`src/rtl/neuron_delta_pkg.sv`:
```
// Shared constants and helpers for the neuron delta (backward) stage.
package neuron_delta_pkg;

  // TRAIN/TEST mode encoding shared by every stage of the network.
  typedef enum logic {
    MODE_TRAIN = 1'b0,
    MODE_TEST  = 1'b1
  } mode_e;

  // Width of one forward-state lane: hidden layers carry the activation,
  // the output layer carries the full pre-activation accumulator.
  function automatic int unsigned state_width(bit hidden, int unsigned np, int unsigned wf);
    return hidden ? wf : $clog2(np) + wf;
  endfunction

endpackage

```
`src/rtl/neuron_delta_if.sv`:
```
// Stream bundle of the delta stage: forward-state input, error input, delta output.
interface neuron_delta_if
  import neuron_delta_pkg::*;
#(
  parameter int unsigned NC = 4,
  parameter int unsigned WN = 4,
  parameter int unsigned WD = 8
);

  mode_e               iMode;

  logic                iValid_AM_State1;
  logic                oReady_AM_State1;
  logic [NC*WN-1:0]    iData_AM_State1;

  logic                iValid_AM_Delta0;
  logic                oReady_AM_Delta0;
  logic [NC*WD-1:0]    iData_AM_Delta0;

  logic                oValid_BM_Delta0;
  logic                iReady_BM_Delta0;
  logic [NC*WD-1:0]    oData_BM_Delta0;

  // Design side.
  modport slave (
    input  iMode,
    input  iValid_AM_State1, iData_AM_State1,
    output oReady_AM_State1,
    input  iValid_AM_Delta0, iData_AM_Delta0,
    output oReady_AM_Delta0,
    output oValid_BM_Delta0, oData_BM_Delta0,
    input  iReady_BM_Delta0
  );

  // Environment side.
  modport master (
    output iMode,
    output iValid_AM_State1, iData_AM_State1,
    input  oReady_AM_State1,
    output iValid_AM_Delta0, iData_AM_Delta0,
    input  oReady_AM_Delta0,
    input  oValid_BM_Delta0, oData_BM_Delta0,
    output iReady_BM_Delta0
  );

endinterface

```
`src/rtl/state_fifo.sv`:
```
// Synchronous state buffer; occupancy is registered, so a pushed entry is
// visible through empty_o/rdata_o only from the following cycle.
module state_fifo #(
  parameter int unsigned WIDTH = 16,
  parameter int unsigned DEPTH = 8
) (
  input  logic                     clk_i,
  input  logic                     rst_ni,
  input  logic                     clr_i,
  input  logic                     push_i,
  input  logic                     pop_i,
  input  logic [WIDTH-1:0]         wdata_i,
  output logic [WIDTH-1:0]         rdata_o,
  output logic                     full_o,
  output logic                     empty_o,
  output logic [$clog2(DEPTH):0]   count_o
);

  localparam int unsigned AW = $clog2(DEPTH);
  localparam logic [AW:0] FULL_CNT = (AW+1)'(DEPTH);

  logic [WIDTH-1:0] mem_q [DEPTH];
  logic [AW-1:0]    wr_ptr_q, wr_ptr_d;
  logic [AW-1:0]    rd_ptr_q, rd_ptr_d;
  logic [AW:0]      count_q, count_d;
  logic             push_ok, pop_ok;

  assign full_o  = (count_q == FULL_CNT);
  assign empty_o = (count_q == '0);
  assign count_o = count_q;
  assign rdata_o = mem_q[rd_ptr_q];

  assign push_ok = push_i && !full_o && !clr_i;
  assign pop_ok  = pop_i && !empty_o && !clr_i;

  // Pointer and occupancy next-state; pointers wrap naturally at DEPTH.
  always_comb begin
    wr_ptr_d = wr_ptr_q;
    rd_ptr_d = rd_ptr_q;
    count_d  = count_q;
    if (push_ok) wr_ptr_d = wr_ptr_q + AW'(1);
    if (pop_ok)  rd_ptr_d = rd_ptr_q + AW'(1);
    unique case ({push_ok, pop_ok})
      2'b10:   count_d = count_q + (AW+1)'(1);
      2'b01:   count_d = count_q - (AW+1)'(1);
      default: count_d = count_q;
    endcase
  end

  // Control registers: reset and mode-clear both empty the buffer.
  always_ff @(posedge clk_i) begin
    if (!rst_ni || clr_i) begin
      wr_ptr_q <= '0;
      rd_ptr_q <= '0;
      count_q  <= '0;
    end else begin
      wr_ptr_q <= wr_ptr_d;
      rd_ptr_q <= rd_ptr_d;
      count_q  <= count_d;
    end
  end

  // Storage array, written only on an accepted push.
  always_ff @(posedge clk_i) begin
    if (rst_ni && push_ok) mem_q[wr_ptr_q] <= wdata_i;
  end

endmodule

```
`src/rtl/neuron_delta.sv`:
```
// Backward delta stage: buffers forward states, joins each with the incoming
// error beat and registers the per-lane delta toward the previous layer.
module neuron_delta
  import neuron_delta_pkg::*;
#(
  parameter string       HIDDEN = "yes",
  parameter int unsigned NP     = 4,
  parameter int unsigned NC     = 4,
  parameter int unsigned WF     = 4,
  parameter int unsigned WD     = 8,
  parameter int unsigned DEPTH  = 8
) (
  input  logic           iCLK,
  input  logic           iRST,
  neuron_delta_if.slave  bus
);

  localparam int unsigned WN = state_width(HIDDEN == "yes", NP, WF);

  logic                 train;
  logic                 out_free;
  logic                 fire_join;
  logic                 push;
  logic                 fifo_full, fifo_empty;
  logic [NC*WN-1:0]     fifo_rdata;
  logic [$clog2(DEPTH):0] fifo_count;
  logic                 unused_count;
  logic [NC*WD-1:0]     oData_d;
  logic [NC*WD-1:0]     oData_q;
  logic                 oValid_q;

  assign train    = (bus.iMode == MODE_TRAIN);
  assign out_free = !oValid_q || bus.iReady_BM_Delta0;

  // In TEST the state port keeps accepting so the forward pass never stalls;
  // those beats are simply not written.
  assign bus.oReady_AM_State1 = iRST && (!train || !fifo_full);
  assign bus.oReady_AM_Delta0 = iRST && train && !fifo_empty && out_free;

  assign push      = train && bus.iValid_AM_State1 && bus.oReady_AM_State1;
  assign fire_join = bus.iValid_AM_Delta0 && bus.oReady_AM_Delta0;

  assign unused_count = ^fifo_count;

  state_fifo #(
    .WIDTH (NC*WN),
    .DEPTH (DEPTH)
  ) u_state_fifo (
    .clk_i   (iCLK),
    .rst_ni  (iRST),
    .clr_i   (!train),
    .push_i  (push),
    .pop_i   (fire_join),
    .wdata_i (bus.iData_AM_State1),
    .rdata_o (fifo_rdata),
    .full_o  (fifo_full),
    .empty_o (fifo_empty),
    .count_o (fifo_count)
  );

  for (genvar i = 0; i < NC; i++) begin : g_lane
    logic [WN-1:0] st;
    logic [WD-1:0] er;
    assign st = fifo_rdata[i*WN +: WN];
    assign er = bus.iData_AM_Delta0[i*WD +: WD];

    if (HIDDEN == "yes") begin : g_relu
      localparam logic [WN-1:0] CLIP = WN'((1 << (WF-1)) - 1);
      // ReLU derivative: zero where the activation was cut off or clipped.
      assign oData_d[i*WD +: WD] = (st == '0 || st == CLIP) ? '0 : er;
    end else begin : g_err
      // Target is taken at full lane width so large targets saturate.
      localparam int unsigned WS = ((WN > WD) ? WN : WD) + 1;
      localparam logic signed [WS-1:0] SMAX = WS'((1 << (WD-1)) - 1);
      localparam logic signed [WS-1:0] SMIN = WS'(-(1 << (WD-1)));
      logic signed [WS-1:0] st_x, er_x, diff;
      assign st_x = {{(WS-WN){st[WN-1]}}, st};
      assign er_x = {{(WS-WD){er[WD-1]}}, er};
      assign diff = st_x - er_x;
      assign oData_d[i*WD +: WD] = (diff > SMAX) ? SMAX[WD-1:0] :
                                   (diff < SMIN) ? SMIN[WD-1:0] : diff[WD-1:0];
    end
  end

  // Output register: load on join, release on a handshake with no new join.
  always_ff @(posedge iCLK) begin
    if (!iRST) begin
      oValid_q <= 1'b0;
      oData_q  <= '0;
    end else if (fire_join) begin
      oValid_q <= 1'b1;
      oData_q  <= oData_d;
    end else if (bus.iReady_BM_Delta0) begin
      oValid_q <= 1'b0;
    end
  end

  assign bus.oValid_BM_Delta0 = oValid_q;
  assign bus.oData_BM_Delta0  = oData_q;

endmodule

```
`src/flat_wrapper.sv`:
```
// flat-port wrapper written by rule: the top's interface ports become plain ports
module neuron_delta_flat import neuron_delta_pkg::*;
#(
  parameter string       HIDDEN = "   ",
  parameter int unsigned NP     = 4,
  parameter int unsigned NC     = 4,
  parameter int unsigned WF     = 4,
  parameter int unsigned WD     = 8,
  parameter int unsigned DEPTH  = 8
)
  (iCLK, iRST, bus_iMode, bus_iValid_AM_State1, bus_iData_AM_State1, bus_oReady_AM_State1, bus_iValid_AM_Delta0, bus_iData_AM_Delta0, bus_oReady_AM_Delta0, bus_oValid_BM_Delta0, bus_oData_BM_Delta0, bus_iReady_BM_Delta0);
  neuron_delta_if #(.NC(NC), .WN((4)), .WD(WD)) bus_i ();
  input  logic iCLK;
  input  logic iRST;
  input wire logic [$bits(bus_i.iMode)-1:0] bus_iMode;
  input wire logic [$bits(bus_i.iValid_AM_State1)-1:0] bus_iValid_AM_State1;
  input wire logic [$bits(bus_i.iData_AM_State1)-1:0] bus_iData_AM_State1;
  output wire logic [$bits(bus_i.oReady_AM_State1)-1:0] bus_oReady_AM_State1;
  input wire logic [$bits(bus_i.iValid_AM_Delta0)-1:0] bus_iValid_AM_Delta0;
  input wire logic [$bits(bus_i.iData_AM_Delta0)-1:0] bus_iData_AM_Delta0;
  output wire logic [$bits(bus_i.oReady_AM_Delta0)-1:0] bus_oReady_AM_Delta0;
  output wire logic [$bits(bus_i.oValid_BM_Delta0)-1:0] bus_oValid_BM_Delta0;
  output wire logic [$bits(bus_i.oData_BM_Delta0)-1:0] bus_oData_BM_Delta0;
  input wire logic [$bits(bus_i.iReady_BM_Delta0)-1:0] bus_iReady_BM_Delta0;
  assign bus_i.iMode = bus_iMode;
  assign bus_i.iValid_AM_State1 = bus_iValid_AM_State1;
  assign bus_i.iData_AM_State1 = bus_iData_AM_State1;
  assign bus_oReady_AM_State1 = bus_i.oReady_AM_State1;
  assign bus_i.iValid_AM_Delta0 = bus_iValid_AM_Delta0;
  assign bus_i.iData_AM_Delta0 = bus_iData_AM_Delta0;
  assign bus_oReady_AM_Delta0 = bus_i.oReady_AM_Delta0;
  assign bus_oValid_BM_Delta0 = bus_i.oValid_BM_Delta0;
  assign bus_oData_BM_Delta0 = bus_i.oData_BM_Delta0;
  assign bus_i.iReady_BM_Delta0 = bus_iReady_BM_Delta0;
  neuron_delta #(.HIDDEN(HIDDEN), .NP(NP), .NC(NC), .WF(WF), .WD(WD), .DEPTH(DEPTH)) u_core (.iCLK(iCLK), .iRST(iRST), .bus(bus_i));
endmodule
```
`config.mk`:
```
export PLATFORM = sky130hd
export DESIGN_NAME = neuron_delta_flat
export DESIGN_NICKNAME = d
export VERILOG_FILES = /design/src/rtl/neuron_delta_pkg.sv /design/src/rtl/neuron_delta_if.sv /design/src/rtl/state_fifo.sv /design/src/rtl/neuron_delta.sv /design/src/flat_wrapper.sv
export SDC_FILE = /design/constraint.sdc
export NUM_CORES = 1
export LEC_CHECK = 0
export CORE_ASPECT_RATIO = 0.5
export CORE_MARGIN = 3
export CORE_UTILIZATION = 40
export CTS_BUF_LIST = sky130_fd_sc_hd__clkbuf_4 sky130_fd_sc_hd__clkbuf_8 sky130_fd_sc_hd__clkbuf_16
export DETAILED_ROUTE_END_ITERATION = 7
export MAX_ROUTING_LAYER = met4
export PLACE_DENSITY = 0.68
export SYNTH_ARGS = -nofsm -noshare
export SYNTH_HDL_FRONTEND = slang
export SYNTH_SLANG_ARGS = --single-unit
```
`constraint.sdc`:
```
create_clock -name iCLK -period 4.6 [get_ports iCLK]
set_clock_uncertainty 0.15 [all_clocks]
set_input_delay 0.92 -clock iCLK [delete_from_list [all_inputs] [get_ports iCLK]]
set_output_delay 0.92 -clock iCLK [all_outputs]
set_load 0.02 [all_outputs]
```
---- Word level (Yosys, flattened, before mapping) ----
Memory sizes are Yosys's and may differ from the RTL's. A register that Yosys moved wholly into a read port is not among the register bits.
Index checks and enable logic that the tools add are counted.
operators by class
  $add $sub $neg .......................... 8
  reduce and logical (&&, ||, !) cells .... 23
  bitwise logic cells ..................... 1
  equal/unequal tests ..................... 3
  multiplexer cells ....................... 15
  $lt $le $gt $ge ......................... 8
operator list
  operator               number
  $mux W8                8
  $gt A9 B8 Y1 const B   4
  $lt A9 B8 Y1 const B   4
  $sub A6 B8 Y9          3
  $logic_and A1 B1 Y1    12
  $sub A6 B8 Y9 const A  1
  $pmux W4 S2            1
  $add A3 B1 Y3 const B  2
  $mux W3                2
  $logic_not A1 Y1       5
  $add A4 B1 Y4 const B  1
  $eq A4 B4 Y1 const B   1
  $logic_not A4 Y1       1
  $mux W1                4
  $reduce_bool A2 Y1     2
  $sub A4 B1 Y4 const B  1
  $logic_or A1 B1 Y1     3
  $eq A2 B1 Y1 const B   1
  $eq A2 B2 Y1 const B   1
  $not A1 Y1             1
word-level totals
  memory bits (writable) .................. 128
  output and inout port bits .............. 35
  logic and storage cells ................. 64
  memories ................................ 1
  flip-flop bits (word level) ............. 43
memories
  memory                     depth  bits a word  rd ports  clocked after Yosys merged registers in  write ports  line              source
  u_core.u_state_fifo.mem_q  8      16           1         1                                        1            state_fifo.sv:22  logic [WIDTH-1:0] mem_q [DEPTH];

---- Logic depth before layout (Yosys ltp) ----
Gate-level depths: netlist (run 1).
  depth after elaboration ................. 10
  depth in mapped cells ................... 14

---- Hierarchy ----
A second synthesis (run 1) with hierarchy kept.
unflattened totals
  cells, all modules ...................... 705
  area total of the unflattened synthesis .. 10,712.8 um^2
modules (own cells, without submodules)
  module        times used  area each (um^2)  seq. area each (um^2)  cells an instance
  state_fifo    1           7,902.6           6,025.8                356
  neuron_delta  1           2,810.2           660.6                  349

---- Worst setup path before layout (run 1) ----
No wires, ideal clock.
  kind .................................... input -> register
  start ................................... input bus_iMode
  end ..................................... register u_core.u_state_fifo.count_q[3] (netlist: u_core.u_state_fifo.count_o[3])
  arrival time ............................ 3,332 ps
  slack ................................... 1,048 ps
  cell stages on the path ................. 13
  data required time ...................... 4,380 ps
  setup time .............................. 70 ps
  path buffers ............................ 2
  path through ............................ nand2b_1 nor3_2 nand2_1 inv_2 buf_2 buf_2 ha_1 ha_1 a21o_1 a21oi_1 xnor2_1 or3_1 a21oi_1
on the way
  longest elaborated chain between the ends .. 9
  elaborated cells between the ends (all ways) .. 19
ends and longest elaborated chain
  element                                            line                source
  from (decl)                                        flat_wrapper.sv:15  input wire logic [$bits(bus_i.iMode)-1:0] bus_iMode;
  $not A1 Y1 (*)                                     neuron_delta.sv:32  assign train = (bus.iMode == MODE_TRAIN);
  $logic_and A1 B1 Y1 (*) (3 in series)              neuron_delta.sv:38  assign bus.oReady_AM_Delta0 = iRST && train && !fifo_empty && out_free;
  via bus_oReady_AM_Delta0                           flat_wrapper.sv:21  output wire logic [$bits(bus_i.oReady_AM_Delta0)-1:0] bus_oReady_AM_Delta0;
  $logic_and A1 B1 Y1 (*)                            neuron_delta.sv:41  assign fire_join = bus.iValid_AM_Delta0 && bus.oReady_AM_Delta0;
  $logic_and A1 B1 Y1 (*) (2 in series)              state_fifo.sv:34    assign pop_ok = pop_i && !empty_o && !clr_i;
  via u_core.u_state_fifo.pop_ok                     state_fifo.sv:26    logic push_ok, pop_ok;
  $eq A2 B1 Y1 or $eq A2 B2 Y1 (tied branches)       state_fifo.sv:43    unique case ({push_ok, pop_ok})
  $pmux W4 S2 or $reduce_bool A2 Y1 (tied branches)  --
  to (signal assigned)                               state_fifo.sv:59    count_q <= count_d;
  to (decl)                                          state_fifo.sv:25    logic [AW:0] count_q, count_d;
Mark *: on every way through the listed nets, which the timed path passes. The rest lies on a longest branch.
A chain may end at the register's enable or synchronous reset.

==> results of run 1 <==
==> layer usage <==
metal	up-vias	global-route usage, %	wire (um)
met2	128	25.6	7830
met5	-	-	0
li1	2372	-	-
met4	0	3.36	89
met1	2416	23.1	8080
met3	6	3.95	983
==> worst max-delay path: stages, from the launching register on <==
cell and delay (ps):
dfxtp_2 580, buf_4 370, mux4_2 550, mux2_2 310
ha_1 350, nand3_1 120, a21oi_1 180, a21oi_1 130
a31o_1 340, maj3_1 390, a21oi_1 150
==> power by group through the flow <==
stage | Combinational [W] | Clock, W | Sequential, W
after floorplan | 0.000163 | 0 | 0.00173
after global placement | 0.000262 | 0 | 0.00173
after detailed placement | 0.000266 | 0 | 0.00173
after CTS | 0.000269 | 0.00150 | 0.00169
after global routing | 0.000296 | 0.00156 | 0.00169
final | 0.000267 | 0.00146 | 0.00169
==> cell usage after synthesis, types with 8 or more instances <==
library cell | count | share of area [%]
edfxtp_1 | 128 | 48
dfxtp_1 | 46 | 12
nor2_1 | 39 | 1.8
o21ai_0 | 35 | 2.2
a21oi_1 | 33 | 2.1
mux4_2 | 32 | 9.0
inv_1 | 31 | 1.5
ha_1 | 28 | 4.4
nand2_1 | 25 | 1.2
clkbuf_1 | 14 | 0.66
mux2_2 | 14 | 2.0
xor2_1 | 13 | 1.4
maj3_1 | 12 | 1.5
xnor2_1 | 12 | 1.3
nand2b_1 | 9 | 0.71
buf_2 | 8 | 0.50
==> through the flow <==
step / total power [W] / hold WS, ps / cell area, sq um / setup WS (ps)
2_1_floorplan: 0.00189 / 304 / 7970 / 1050
3_3_place_gp: 0.00199 / 299 / 9200 / 932
3_5_place_dp: 0.00199 / 314 / 9200 / 891
4_1_cts: 0.00346 / 325 / 9810 / 807
5_1_grt: 0.00355 / 331 / 9810 / 597
6_report: 0.00342 / 316 / 9810 / 881
==> state kept, by name (all words and copies together) (netlist names), named ones only <==
register and cells:
u_core.u_state_fifo.mem_q 128, u_core.bus.oData_BM_Delta0 32, u_core.u_state_fifo.count_o 4, u_core.u_state_fifo.rd_ptr_q 3, u_core.u_state_fifo.wr_ptr_q 3, u_core.bus.oValid_BM_Delta0 1
==> area by class of cell <==
type / count / area (sq um)
fillers: 1604 / 9150
well taps: 259 / 324
flip-flops and latches: 174 / 4770
inverters: 32 / 120
multi-input cells: 347 / 2990
clock buffers: 17 / 425
clock inverters: 15 / 185
repair buffers: 104 / 1000
==> logic make-up (layout without fill, tap and decap cells) <==
logic type | Yosys count | in the layout | share of synthesized area, %
compound gates | 110 | 110 | 8.66
xor+xnor | 25 | 25 | 2.75
fa+ha+maj | 44 | 44 | 6.91
buf+inv | 56 | 168 | 2.90
flops | 174 | 174 | 59.8
mux | 51 | 51 | 11.6
simple gates | 117 | 117 | 7.38
==> final timing paths <==
| kind | from | to | slack [ps] |
|---|---|---|---|
| worst max-delay path | register | u_core.bus.oData_BM_Delta0[2] | 880 |
| worst max register to register | register | u_core.bus.oData_BM_Delta0[2] | 880 |
| worst min register to register | u_core.bus.oData_BM_Delta0[14] | u_core.bus.oData_BM_Delta0[14] | 320 |
| worst min-delay path | u_core.bus.oData_BM_Delta0[14] | u_core.bus.oData_BM_Delta0[14] | 320 |
==> summary.txt, run 1 <==
Timing
  – Tmin final: about 3700 ps
  – Hold Vio Cnt, Final: 0
  – Final setup viols: 0
  – Setup TNS Final: 0 ps
  – Final worst path period share: about 81%
  – Unrepaired setup endpoints after global routing: false
  – Slew @ Worst Pin: between 500 and 600 ps
  – Max Freq: 0.269 GHz
  – Slew Viols, Final: 0
  – Worst rel slew slack: around 66%

Routing
  – Final WL: between 15000 and 20000 um
  – DRT Pass-1 Iters: 4
  – Post-route ant nets: 0
  – DRC Markers: 0
  – Via Count: between 4000 and 5000
  – Starting DRT DRC Count: between 300 and 400
  – Vias per cell: 5.19
  – Avg WL per Cell: between 15 and 20 um

Critical path
  – Critical Path RT: about 4800 ps
  – CP Launch Type: register
  – Crit. End Element: register
  – Worst EP arrival: just under 4000 ps
  – Crit path kind: register to register
  – CP Max Fanout: 14
  – Cell count of the worst reg-to-reg path: 10

Pwr
  – P_sw: around 0.0008 W
  – Clock share of power: a little over two fifths
  – Pint: 0.00261 W
  – Switching Share: between 20% and 30%
  – Gate power share: around 7.8%
  – Lkg Pwr: 3.37 nW
  – Peak supply drop: between 0.0002 and 0.00025 V
  – Pwr Density: ~350 mW/mm^2
  – Sequential Power Share: 49.5%

Clock network
  – Root Buffer: clkbuf_16
  – H-tree depth: 4
  – Post-CTS Resized: 0
  – CTS tree: built
  – Clock Path Buffers: 2
  – Clock transition at the registers of the reported paths: 70 ps
  – Hold Buf Count CTS: 0
  – CTS Buf Count: 17
  – Post-CTS Setup Bufs: 0
  – Clock Latency Late Sink: between 400 and 500 ps
  – Sink Count: about 170

Die
  – Row count: 35
  – Die area: ~0.022 sq mm
  – Ports: 89
  – Die span in y: 106 um
  – Total core area: around 0.019 sq mm
  – Starting Density: between 40% and 50%
  – Die width: ~210 um

Cells and area
  – # diodes: 0
  – Area delta synth->final: 23.0%
  – Fin cells: approximately 950
  – Commonest non-fill, non-tap cell in the layout: edfxtp_1
  – Commonest cells after routing, fill and taps aside: 128 x edfxtp_1, 88 x clkdlybuf4s50_1, 45 x dfxtp_1
  – NumNets Final: 762
  – Layout cells sized above 1: between 10% and 20%
  – Final Core Density: a little over 50%

Synthesis
  – Syn Nets: between 600 and 700
  – Async set-reset flop share out of synthesis: 0%
  – Main flop type after synthesis: edfxtp_1
  – Register area share after synthesis: 59.8%
  – Yosys Warn Count: 0
  – Syn Area/Cell: 13.8 sq um
  – EDFF count, synth: roughly 130
  – Netlist Area Pre-Place: between 0.007 and 0.008 sq mm
  – Post-Syn Instances: around 580
  – Synth Register Bits: between 150 and 200
  – Count of different cell masters after synthesis: 56

Global routing
  – Initial antenna violation count: 0
  – Total grt overflow: 0
  – First-pass GRT wire length: 27300 um
  – Largest net degree at the start of global routing: a little under 50
  – Total Routing Usage GR: 16.7%
  – Vias in the first global route: 5055

Outcome
  – Status: complete, no violations

Place
  – Placed wire-length estimate: around 11000 um
  – Buffers on Ports: about 90
  – Post-Place Cells: between 900 and 1000
  – Global placement routability congestion: roughly 0.81

Min path
  – Hold Crit Class: register to register
  – Cell depth of the worst hold path: 2

Job
  – Max_cap viols: 0
No activity file was read; power rests on OpenSTA's default activity.
==> run 2, diff against run 1 <==
- PLACE_DENSITY: 0.68 -> 0.7
- clock period: 4.6 -> 3.34 ns (I/O delays scaled with it)
==> summary.txt, run 2 (same netlist as run 1, synthesis figures left out) <==
Cells and area
  – Reg with most FFs: u_core.u_state_fifo.mem_q
  – Area delta synth->final: 31.9%
  – Design Area, Final: 0.0105 sq mm (+7.2%)
  – Commonest cells after routing, fill and taps aside: 128 x edfxtp_1, 88 x clkdlybuf4s50_1, 45 x dfxtp_1
  – Final Core Density: 55.5% (+3.7 points)
  – Layout cells sized above 1: 26.5% (+11 points)
  – Largest register FFs: 128 (unchanged)
  – NumNets Final: 800 (+5.0%)
  – Final-layout fill cell count: 1491 (-7.0%)
  – Commonest non-fill, non-tap cell in the layout: edfxtp_1
  – # diodes: 0 (unchanged)

Global routing
  – Vias in the first global route: 5144 (+1.8%)
  – Total Routing Usage GR: 16.9% (+0.16 points)
  – First-pass GRT wire length: 27700 um (+1.5%)
  – Largest net degree at the start of global routing: 49 (unchanged)
  – Initial antenna violation count: 0 (unchanged)
  – Total grt overflow: 0 (unchanged)

Die
  – Total core area: 0.0190 sq mm (unchanged)
  – Starting Density: 42.0% (unchanged)
  – Die width: 206 um (unchanged)
  – Row count: 35 (unchanged)
  – Die span in y: 106 um (unchanged)
  – Ports: 89 (unchanged)
  – Die area: 0.0218 sq mm (unchanged)

Timing
  – Unrepaired setup endpoints after global routing: true
  – Slew @ Worst Pin: 452 ps (-50.3 ps)
  – Final setup viols: 0 (unchanged)
  – Tmin final: 3300 ps (-415 ps)
  – Hold Vio Cnt, Final: 0 (unchanged)
  – Slew Viols, Final: 0 (unchanged)
  – Worst rel slew slack: 69.8% (+3.7 points)
  – Final worst path period share: 98.9% (+18 points)
  – Post-route setup slack: 36.2 ps (-845 ps)
  – Max Freq: 0.303 GHz (+13%)

Place
  – Place WS: -10.1 ps (-901 ps)
  – Placed wire-length estimate: 11400 um (+1.6%)
  – Cell Area, Placed: 0.00944 sq mm (+2.6%)
  – Buffers on Ports: 88 (unchanged)
  – Global placement routability congestion: 0.815 (+0.42%)

Clock network
  – CTS tree: built
  – CTS Buf Count: 17 (unchanged)
  – Root Buffer: clkbuf_16
  – Clock Path Buffers: 2 (unchanged)
  – Clock Latency Late Sink: 420 ps (about the same)
  – Hold Buf Count CTS: 0 (unchanged)
  – Sink Count: 174 (unchanged)
  – Clock transition at the registers of the reported paths: 70 ps (about the same)
  – H-tree depth: 4 (unchanged)

Outcome
  – Status: complete, no violations

Critical path
  – Critical Path RT: 3480 ps (-1310 ps)
  – Crit-path max cell delay: 490 ps (-90 ps)
  – Worst EP arrival: 3440 ps (-470 ps)
  – CP Max Fanout: 8 (-6)
  – Worst-path cell chain: buf_12 -> clkbuf_16 -> mux4_2 -> mux2_4 -> ha_4 -> nor2_4 -> or2_4 -> and3_4 -> a311oi_4 -> maj3_1 -> a21oi_1
  – Slowest cell on the critical path: mux4_2
  – Crit. End Element: register
  – CP Launch Type: register
  – Crit path kind: register to register

Routing
  – Avg WL per Cell: 18.7 um (+4.3%)
  – Post-route ant nets: 0 (unchanged)
  – Final WL: 18400 um (+8.5%)
  – Vias per cell: 5.24 (+0.97%)
  – Starting DRT DRC Count: 401 (+12%)
  – DRT Pass-1 Iters: 5 (+1)
  – DRC Markers: 0 (unchanged)
  – Via Count: 5169 (+5.0%)

Min path
  – Hold path start: u_core.bus.oData_BM_Delta0[14]
  – Hold Crit Class: register to register

Job
  – Max_cap viols: 0 (unchanged)

Pwr
  – Pwr Density: 450 mW/mm^2 (+29%)
  – Pwr Total: 0.00473 W (+38%)
  – Peak supply drop: 0.000284 V (+16%)
  – Lkg Pwr: 3.64 nW (+8.1%)
[run 2: cell count changes in the layout (fill, tap and decap cells not counted), moves of 4 or more]
cell,delta
mux2_2,-9
a21oi_2,+5
ha_1,-14
buf_4,+27
maj3_2,+4
maj3_1,-4
a21oi_1,-6
ha_2,+4
buf_12,+6
mux2_4,+9
ha_4,+10
[run 2: final timing paths]
| check | to | slack [ps] | cells after the start |
|---|---|---|---|
| worst max-delay path | u_core.bus.oData_BM_Delta0[8] | 40 | 11 |
| worst min-delay path | u_core.bus.oData_BM_Delta0[14] | 310 | 2 |
| worst max register to register | u_core.bus.oData_BM_Delta0[8] | 40 | 11 |
| worst min register to register | u_core.bus.oData_BM_Delta0[14] | 310 | 2 |
[run 2: layout make-up]
cell class                 instances  area, sq um  area share [%]
clock inverter                    15          161            1.53
clock buffer                      17          425            4.04
tap                              259          324            3.08
multi-input combinational        347         3300            31.3
inverter                          32          120            1.14
sequential                       174         4770            45.3
timing repair buffer             142         1420            13.5
[run 2: worst max-delay path: cells and delay by family (launching register included)]
family          cells  cell delay, ps
mux                 2             800
compound gates      2             470
buf+inv             2             320
flops               1             400
simple gates        3             460
fa+ha+maj           2             560
[run 2: routing by layer]
metal / vias to the layer above / wire length [um] / GRT usage, %
met4: 0 / 242 / 3.65
met3: 19 / 956 / 3.30
li1: 2450 / - / -
met2: 144 / 8740 / 25.4
met1: 2556 / 8480 / 24.0
met5: - / 0 / -
[run 2: repair_timing]
action | CTS | global route
cloned | 1 | 2
setup buffers | 0 | 13
pin swaps | 2 | 35
resized for setup | 3 | 64
setup endpoints to repair | 3 | 22
[run 2: metrics by stage]
stage,hold slack [ps],TNS [ps],cells
floorplan,304,0,577
CTS,316,-8.65,971
finish,314,0,986
global route,328,-623,986
detailed placement,306,-10.1,938
global placement,301,0,938
[run 2: where the power goes]
| group | internal (W) | switching [W] | leakage, nW |
|---|---|---|---|
| sequential | 0.00232 | 0.00000523 | 1.52 |
| combinational | 0.000245 | 0.000227 | 1.83 |
| clock | 0.00100 | 0.000929 | 0.288 |
==> run 3, diff against run 2 <==
- REMOVE_ABC_BUFFERS: not set -> 1
==> summary.txt, run 3 (same netlist as run 1, synthesis figures left out) <==
Timing
  – Slew Viols, Final: 0 (unchanged)
  – Final worst path period share: 98.5% (-0.37 points)
  – Tmin final: 3290 ps (-12.5 ps)
  – Worst rel slew slack: 68.5% (-1.4 points)
  – Post-route setup slack: 48.7 ps (+12.5 ps)
  – Slew @ Worst Pin: 473 ps (+20.4 ps)
  – Unrepaired setup endpoints after global routing: true
  – Max Freq: 0.304 GHz (+0.38%)
  – Hold Vio Cnt, Final: 0 (unchanged)
  – Setup TNS Final: 0 ps (unchanged)
  – Final setup viols: 0 (unchanged)

Pwr
  – Gate power share: 9.5% (-0.5 points)
  – Peak supply drop: 0.000251 V (-12%)
  – Clock share of power: 41.8% (+1.0 points)
  – P_sw: 0.00114 W (-1.5%)
  – Switching Share: 23.9% (-0.63 points)
  – Sequential Power Share: 48.7% (-0.5 points)
  – Pint: 0.00364 W (+1.9%)
  – Lkg Pwr: 3.62 nW (-0.58%)
  – Pwr Density: 457 mW/mm^2 (+1.5%)

Place
  – Buffers on Ports: 88 (unchanged)
  – Placed wire-length estimate: 11800 um (+3.6%)
  – Place WS: -5.04 ps (+5.10 ps)
  – Global placement routability congestion: 0.898 (+10%)

Global routing
  – Vias in the first global route: 4954 (-3.7%)
  – Total Routing Usage GR: 16.5% (-0.39 points)
  – Largest net degree at the start of global routing: 49 (unchanged)
  – First-pass GRT wire length: 26800 um (-3.1%)
  – Initial antenna violation count: 0 (unchanged)
  – Total grt overflow: 0 (unchanged)

Clock network
  – Clock transition at the registers of the reported paths: 70 ps (about the same)
  – Hold Buf Count CTS: 0 (unchanged)
  – Clock Latency Late Sink: 430 ps (about the same)
  – CTS Buf Count: 17 (unchanged)
  – Sink Count: 174 (unchanged)
  – Clock Path Buffers: 2 (unchanged)
  – CTS tree: built
  – Root Buffer: clkbuf_16
  – H-tree depth: 4 (unchanged)

Cells and area
  – Area delta synth->final: 31.4%
  – Commonest non-fill, non-tap cell in the layout: edfxtp_1
  – Layout cells sized above 1: 25.4% (-1.1 points)
  – Reg with most FFs: u_core.u_state_fifo.mem_q
  – Multi-input logic area: 0.00325 sq mm (-1.5%)
  – # diodes: 0 (unchanged)
  – Largest register FFs: 128 (unchanged)
  – Final-layout fill cell count: 1482 (-0.60%)
  – Commonest cells after routing, fill and taps aside: 128 x edfxtp_1, 88 x clkdlybuf4s50_1, 45 x dfxtp_1
  – FF/Latch Area: 0.00477 sq mm (unchanged)
  – NumNets Final: 800 (unchanged)

Routing
  – Final WL: 17700 um (-4.1%)
  – DRC Markers: 0 (unchanged)
  – Vias per cell: 5.20 (-0.85%)
  – Via Count: 5125 (-0.85%)
  – Post-route ant nets: 0 (unchanged)
  – Starting DRT DRC Count: 305 (-24%)
  – Avg WL per Cell: 17.9 um (-4.1%)
  – DRT Pass-1 Iters: 5 (unchanged)

Die
  – Total core area: 0.0190 sq mm (unchanged)
  – Ports: 89 (unchanged)
  – Starting Density: 42.0% (unchanged)
  – Die width: 206 um (unchanged)
  – Row count: 35 (unchanged)
  – Die span in y: 106 um (unchanged)
  – Die area: 0.0218 sq mm (unchanged)

Outcome
  – Status: complete, no violations

Critical path
  – Crit path kind: register to register
  – Critical Path RT: 3550 ps (+70 ps)
  – CP Launch Type: register
  – Crit. End Element: register
  – Worst EP arrival: 3500 ps (+60 ps)
  – CP Max Fanout: 8 (unchanged)

Job
  – Max_cap viols: 0 (unchanged)

Min path
  – Hold Crit Class: register to register
==> run 3: cell types whose count changed in the layout (fill, tap and decap cells not counted), sizes merged <==
cell	delta
clkinv	-3
clkinvlp	+2
bufinv	+1
clkbuf	+1
inv	-1
==> run 3: path summary, 6_finish.rpt <==
check	start	cells after the start	to	slack, ps
hold / removal	u_core.bus.oData_BM_Delta0[6]	2	u_core.bus.oData_BM_Delta0[6]	310
setup reg to reg	register	11	u_core.bus.oData_BM_Delta0[4]	50
hold reg to reg	u_core.bus.oData_BM_Delta0[6]	2	u_core.bus.oData_BM_Delta0[6]	310
setup / recovery	register	11	u_core.bus.oData_BM_Delta0[4]	50
==> run 3: metrics by stage <==
| stage | hold slack (ps) | cell area [sq um] | utilization [%] | cells | power, W |
|---|---|---|---|---|---|
| after floorplan | 304 | 7860 | - | 553 | 0.00260 |
| after global placement | 300 | 9470 | 50.0 | 946 | 0.00277 |
| after detailed placement | 300 | 9470 | 50.0 | 946 | 0.00278 |
| after CTS | 310 | 10100 | 53.1 | 978 | 0.00477 |
| after global routing | 340 | 10500 | 55.2 | 986 | 0.00495 |
| final | 310 | 10500 | 55.2 | 986 | 0.00479 |
==> run 3: worst max-delay path, cell delays in order (launching register included) <==
cell       delay [ps]
dfxtp_4           440
buf_12            130
clkbuf_16         140
mux4_2            500
mux2_4            310
ha_2              370
nand3_2           110
a21oi_2           180
a21oi_2            90
a31o_4            270
maj3_1            360
a21oi_1           150
==> run 3: repair_timing <==
item	CTS	global route
gates resized for setup	0	58
endpoints found under the setup margin	0	23
setup buffers	0	6
==> run 3: cell type report <==
class                      count  area share, %
sequential                   174           45.5
clock inverter                14           1.64
inverter                      32           1.15
tap                          259           3.09
timing repair buffer         142           13.5
multi-input combinational    347           31.0
clock buffer                  18           4.13
==> run 3: power by group through the flow <==
stage	combinational [W]	clock (W)	sequential [W]
after floorplan	0.000214	0	0.00238
after global placement	0.000389	0	0.00238
after detailed placement	0.000397	0	0.00238
after CTS	0.000400	0.00204	0.00233
after global routing	0.000496	0.00213	0.00233
final	0.000453	0.00200	0.00233
==> run 3: per-layer routing <==
metal  up-vias  part of all wire, %  track usage [%]
met5         -                    0                -
met4         0                 0.98             4.09
met3        17                  5.7             3.83
met2       151                   48             26.0
met1      2519                   45             21.8
li1       2438                    -                -
